[config.mk]
export PLATFORM = sky130hd
export DESIGN_NAME = light_decoder_flat
export DESIGN_NICKNAME = d
export VERILOG_FILES = /design/src/rtl/light_decoder_if.sv /design/src/rtl/light_decoder.sv /design/src/flat_wrapper.sv
export SDC_FILE = /design/constraint.sdc
export NUM_CORES = 1
export LEC_CHECK = 0
export CAP_MARGIN = 10
export CORE_UTILIZATION = 62
export DETAILED_ROUTE_END_ITERATION = 16
export GPL_ROUTABILITY_DRIVEN = 0
export PLACE_DENSITY = 0.93
export SETUP_SLACK_MARGIN = 0.3
export SLEW_MARGIN = 20
export SYNTH_ARGS = -nofsm -noshare
export SYNTH_HDL_FRONTEND = slang
export SYNTH_SLANG_ARGS = --single-unit
[constraint.sdc]
create_clock -name clk -period 5.01 [get_ports clk]
set_input_delay 0.7515 -clock clk [delete_from_list [all_inputs] [get_ports clk]]
set_output_delay 0.7515 -clock clk [all_outputs]
set_load 0.01 [all_outputs]
[src/rtl/light_decoder_if.sv]
// Light decoder signal bundle: the raw light input and the classified mode outputs.
interface light_decoder_if;
    logic       led;
    logic [1:0] mode;
    logic       valid;
    logic       changed;
    logic       err;

    modport master (
        output led,
        input  mode,
        input  valid,
        input  changed,
        input  err
    );

    modport slave (
        input  led,
        output mode,
        output valid,
        output changed,
        output err
    );
endinterface

[src/rtl/light_decoder.sv]
// Light decoder: synchronizes an asynchronous light signal, measures high time and
// rising edges over fixed windows, classifies each window as OFF/ON/BLINK/DIM and
// only reports a mode after it has been seen in CONFIRM consecutive windows.
module light_decoder #(
    parameter int W       = 16,
    parameter int TOL     = 1,
    parameter int CONFIRM = 2
) (
    input logic            clk,
    input logic            rst_n,
    light_decoder_if.slave bus
);
    localparam int IW     = $clog2(W);
    localparam int CW     = $clog2(CONFIRM + 1);
    localparam int HALF   = W / 2;
    localparam int THREEQ = (3 * W) / 4;
    localparam int EIGHTH = W / 8;

    typedef enum logic [1:0] {
        MODE_OFF   = 2'b00,
        MODE_ON    = 2'b01,
        MODE_BLINK = 2'b10,
        MODE_DIM   = 2'b11
    } mode_t;

    logic          sync_a;
    logic          sync_b;
    logic          s;
    logic [IW-1:0] idx;
    logic          last;
    logic [IW:0]   h_cnt;
    logic [IW:0]   r_cnt;
    logic [IW:0]   h_full;
    logic [IW:0]   r_full;
    logic          prev_s;
    int            h_val;
    int            r_val;
    mode_t         cls;
    logic          cls_ok;
    mode_t         cand;
    mode_t         cand_next;
    logic [CW-1:0] cnt;
    logic [CW-1:0] cnt_next;
    mode_t         mode_q;
    logic          valid_q;
    logic          changed_q;
    logic          err_q;

    assign s    = sync_b;
    assign last = (idx == IW'(W - 1));

    // Counts including the sample taken this cycle, so the last sample of a window is classified.
    assign h_full = h_cnt + (IW + 1)'(s);
    assign r_full = r_cnt + (IW + 1)'(s & ~prev_s);
    assign h_val  = int'(h_full);
    assign r_val  = int'(r_full);

    // Two-flop synchronizer for the asynchronous light input.
    always_ff @(posedge clk or negedge rst_n) begin
        if (!rst_n) begin
            sync_a <= 1'b0;
            sync_b <= 1'b0;
        end else begin
            sync_a <= bus.led;
            sync_b <= sync_a;
        end
    end

    // Free-running window index plus per-window high and rising-edge counters.
    always_ff @(posedge clk or negedge rst_n) begin
        if (!rst_n) begin
            idx    <= '0;
            h_cnt  <= '0;
            r_cnt  <= '0;
            prev_s <= 1'b0;
        end else begin
            idx    <= idx + 1'b1;
            prev_s <= s;
            if (last) begin
                h_cnt <= '0;
                r_cnt <= '0;
            end else begin
                h_cnt <= h_full;
                r_cnt <= r_full;
            end
        end
    end

    // Classify the completed window by high count and edge count, in priority order.
    always_comb begin
        cls    = MODE_OFF;
        cls_ok = 1'b1;
        if (h_val == 0) begin
            cls = MODE_OFF;
        end else if (h_val == W) begin
            cls = MODE_ON;
        end else if ((h_val >= HALF - TOL) && (h_val <= HALF + TOL) && (r_val <= 2)) begin
            cls = MODE_BLINK;
        end else if ((h_val >= THREEQ - TOL) && (h_val <= THREEQ + TOL) && (r_val >= EIGHTH)) begin
            cls = MODE_DIM;
        end else begin
            cls_ok = 1'b0;
        end
    end

    // Candidate tracking: repeat of the candidate counts up (saturating), a new class restarts at one.
    always_comb begin
        cand_next = cand;
        cnt_next  = cnt;
        if (cls == cand) begin
            if (int'(cnt) < CONFIRM) begin
                cnt_next = cnt + 1'b1;
            end
        end else begin
            cand_next = cls;
            cnt_next  = CW'(1);
        end
    end

    // At each window end, update confirmation state and publish confirmed mode and pulses.
    always_ff @(posedge clk or negedge rst_n) begin
        if (!rst_n) begin
            cand      <= MODE_OFF;
            cnt       <= '0;
            mode_q    <= MODE_OFF;
            valid_q   <= 1'b0;
            changed_q <= 1'b0;
            err_q     <= 1'b0;
        end else begin
            changed_q <= 1'b0;
            err_q     <= 1'b0;
            if (last) begin
                if (cls_ok) begin
                    cand <= cand_next;
                    cnt  <= cnt_next;
                    if (int'(cnt_next) == CONFIRM) begin
                        mode_q    <= cand_next;
                        valid_q   <= 1'b1;
                        changed_q <= !valid_q || (mode_q != cand_next);
                    end
                end else begin
                    err_q <= 1'b1;
                    cnt   <= '0;
                end
            end
        end
    end

    assign bus.mode    = mode_q;
    assign bus.valid   = valid_q;
    assign bus.changed = changed_q;
    assign bus.err     = err_q;
endmodule

[src/flat_wrapper.sv]
// flat-port wrapper written by rule: the top's interface ports become plain ports
module light_decoder_flat 
#(
    parameter int W       = 16,
    parameter int TOL     = 1,
    parameter int CONFIRM = 2
)
  (clk, rst_n, bus_led, bus_mode, bus_valid, bus_changed, bus_err);
  light_decoder_if bus_i ();
  input logic clk;
  input logic rst_n;
  input wire logic [$bits(bus_i.led)-1:0] bus_led;
  output wire logic [$bits(bus_i.mode)-1:0] bus_mode;
  output wire logic [$bits(bus_i.valid)-1:0] bus_valid;
  output wire logic [$bits(bus_i.changed)-1:0] bus_changed;
  output wire logic [$bits(bus_i.err)-1:0] bus_err;
  assign bus_i.led = bus_led;
  assign bus_mode = bus_i.mode;
  assign bus_valid = bus_i.valid;
  assign bus_changed = bus_i.changed;
  assign bus_err = bus_i.err;
  light_decoder #(.W(W), .TOL(TOL), .CONFIRM(CONFIRM)) u_core (.clk(clk), .rst_n(rst_n), .bus(bus_i));
endmodule
==> results.sh <==
export IMPL_cts_sink_count=26
export IMPL_clk_pin_slew_ns=0.14
export IMPL_peakVddDrop_mv=0.2269
export IMPL_port_buffers=7
export IMPL_synth_seq_cells=26
export IMPL_status="completed"
export IMPL_synth_ff_type="dfrtp_1"
export IMPL_drt_iter0_markers=32
export IMPL_antenna_found_initial=0
export IMPL_grt_use_met3=0.03086
export IMPL_rsz0062_at_grt="no"
export IMPL_tightestPinTransition_ns=0.7795
export IMPL_p_sw_uw=112.9
export IMPL_drv_slew=0
export IMPL_fmax_mhz=315.3
export IMPL_num_rows=16
export IMPL_cts_tree="yes"
export IMPL_rr_endpoint="u_core.bus.mode[0]$_DFFE_PN0P_"
export IMPL_grt_max_degree=27
export IMPL_synthTopCellsByArea="dfrtp_1 47%, ha_1 5.4%, nand3_1 3.6%"
export IMPL_slowest_stage="or4_4"
export IMPL_num_io_pins=8
export IMPL_wire_per_inst_um=16.06
export IMPL_place_ws_ns=1.882
export IMPL_path_max_fanout=4
export IMPL_p_seq_frac=0.523
export IMPL_crit_chain="nor2b_1 > ha_1 > ha_1 > nor4_1 > o21bai_1 > and2_4 > or4_4 > a2111oi_4 > mux2_4"
export IMPL_slowest_delay_ns=0.55
export IMPL_critPathRequiredTime_ns=5.24
export IMPL_r2r_start="u_core.s$_DFF_PN0_"
export IMPL_clk_latency_ns=0.33
export IMPL_worstRegToRegCells=9
export IMPL_synth_most_common_cell="dfrtp_1"
export IMPL_grt_use_met2=0.4384
export IMPL_yosysWarnings=0
export IMPL_h_tree_depth=1
export IMPL_fin_hold_ws_ns=0.3816
export IMPL_setup_viol=0
export IMPL_post_route_drc_count=0
export IMPL_cp_start_kind="flop"
export IMPL_min_path_type="reg2reg"
export IMPL_min_to="u_core.s$_DFF_PN0_"
export IMPL_maxCapViolCount=0
export IMPL_p_int_uw=331.5
export IMPL_globalRouteMet1Util=0.3244
export IMPL_synthesis_area_sq_mm=0.001396
export IMPL_num_vias=1014
export IMPL_hold_viol=0
export IMPL_p_comb_frac=0.153
export IMPL_swShare=0.2540
export IMPL_finalWorstSetupSlack_ns=1.839
export IMPL_fin_crit_ns=3.171
export IMPL_die_area_sq_mm=0.002446
export IMPL_diodes=0
export IMPL_fin_skew_ns=0.006676
export IMPL_grt_busiest_layer="met2"
export IMPL_synthesis_nets=144
export IMPL_hold_depth=0
export IMPL_power_frac_clock=0.324
export IMPL_syn_area_per_cell_sq_um=10.34
export IMPL_synth_cell_type_count=43
export IMPL_post_cts_buffers=0
export IMPL_holdCritStartpoint="u_core.sync_a$_DFF_PN0_"
export IMPL_cts_root_buf="clkbuf_4"
export IMPL_reg2reg_setup_slack_ns=1.84
export IMPL_cts_resized=0
export IMPL_clk_path_buf_depth=2
export IMPL_start_util=0.6838
export IMPL_powerDensity_mw_per_mm2=292.5
export IMPL_slew_headroom=0.4792
export IMPL_drive_gt1_frac=0.09220
export IMPL_critPathKind="reg2reg"
export IMPL_synth_edff_count=0
export IMPL_fin_crit_sh=0.6330
export IMPL_ant_nets=0
export IMPL_crit_path_end_kind="flop"
export IMPL_syn2layout_area_growth_pct=8.782
export IMPL_setup_tns_ns=0
export IMPL_fp_dieW_um=49.46
export IMPL_nets=151
export IMPL_track_usage=0.2532
export IMPL_dr_pass1_iters=4
export IMPL_cts_inserted_buffers=3
export IMPL_cp_common_cell="ha_1"
export IMPL_drt_wl_total_um=2698
export IMPL_synth_async_reset_ratio=1.000
export IMPL_hold_buffers=0
export IMPL_leakagePower_nw=0.7019
export IMPL_dpl_hpwl_um=2020
export IMPL_yosys_top_cells_count="26 x dfrtp_1, 13 x nor2_1, 11 x nand2_1"
export IMPL_yosysTopAreaCell="dfrtp_1"
export IMPL_grt_pass1_wl_um=4560
export IMPL_ys_seq_area_frac=0.4659
export IMPL_synth_top_area_frac=0.4659
export IMPL_overflow=0
export IMPL_netlist_instances=135
export IMPL_worstPathArrival_ns=3.40
export IMPL_viasPerCell=6.036
export IMPL_die_h_um=49.46
export IMPL_core_area_sq_mm=0.002042
export IMPL_grt_pass1_vias=1028
-- stage by stage --
stage	area [sq um]	std cells	utilization	power, mW
finish	1519	168	0.7439	0.4444
global route	1519	168	0.7439	0.4681
CTS	1524	168	0.7463	0.4488
detailed placement	1471	164	0.7206	0.3041
global placement	1471	164	0.7206	0.2975
floorplan	1396	135	-	0.2810
-- power groups by stage --
stage               clock network, mW  logic, mW  registers [mW]
floorplan                           0     0.0477           0.233
global route                    0.156     0.0779           0.234
finish                          0.144     0.0681           0.232
CTS                             0.149     0.0684           0.232
detailed placement                  0     0.0681           0.236
global placement                    0     0.0634           0.234
-- critical path, delay by kind of cell (launching register included) --
family	cells	cell delay [ns]
simple gates	4	1.24
compound gates	2	0.59
fa+ha+maj	2	0.50
flops	1	0.42
mux	1	0.33
-- flip-flops by register name (all words and copies together), names as in the netlist --
name,flops
u_core.cand,2
u_core.idx,4
u_core.sync_a,1
u_core.prev_s,1
u_core.bus.mode,2
u_core.bus.changed,1
u_core.h_cnt,5
u_core.s,1
u_core.bus.err,1
u_core.r_cnt,5
u_core.cnt,2
u_core.bus.valid,1
-- per-layer routing --
layer / vias to the layer above / wire length [um]
li1: 475 / -
met3: 4 / 99
met5: - / 0
met4: 0 / 37
met2: 32 / 1395
met1: 503 / 1166
-- logic make-up (layout without fill, tap and decap cells) --
kind of cell    Yosys count  in the layout  share of synthesized area
simple gates             56             56                     0.2088
compound gates           20             20                     0.1246
mux                       4              4                    0.03315
fa+ha+maj                 6              6                    0.05376
buf+inv                  12             18                    0.03943
flops                    26             26                     0.4659
xor+xnor                 11             11                    0.07437
-- final cells by class --
type	instances	area [sq um]
inverter	7	26.28
fill	151	523.0
timing repair buffer	7	65.06
clock inverter	1	30.03
clock buffer	3	22.52
sequential	26	650.6
tap	27	33.78
multi-input combinational	97	690.7
-- placed cells by master (no fill, tap or decap), types with 2 or more instances in the layout --
master and n:
and2_1 6, inv_1 7, nor2_1 13, nor2b_1 3, clkdlybuf4s50_1 6, nand2_1 11
mux2i_1 2, a21oi_1 4, xor2_1 5, xnor2_1 5, ha_1 6, nor3b_1 3
dfrtp_1 26, o21ai_0 3, nand3_1 10, clkbuf_4 3
-- how the worst max path moves through the flow --
stage | from | end | slack (ns) | depth (start not counted)
2_1_floorplan | u_core.s$_DFF_PN0_ | u_core.bus.mode[0]$_DFFE_PN0P_ | 2.12 | 9
3_3_place_gp | u_core.s$_DFF_PN0_ | u_core.bus.mode[0]$_DFFE_PN0P_ | 1.95 | 9
3_5_place_dp | u_core.s$_DFF_PN0_ | u_core.bus.mode[0]$_DFFE_PN0P_ | 1.88 | 9
4_1_cts | u_core.s$_DFF_PN0_ | u_core.bus.mode[0]$_DFFE_PN0P_ | 1.87 | 9
5_1_grt | u_core.s$_DFF_PN0_ | u_core.bus.mode[0]$_DFFE_PN0P_ | 1.75 | 9
6_report | u_core.s$_DFF_PN0_ | u_core.bus.mode[0]$_DFFE_PN0P_ | 1.84 | 9
Note: power is estimated with default switching activity, not from simulation.
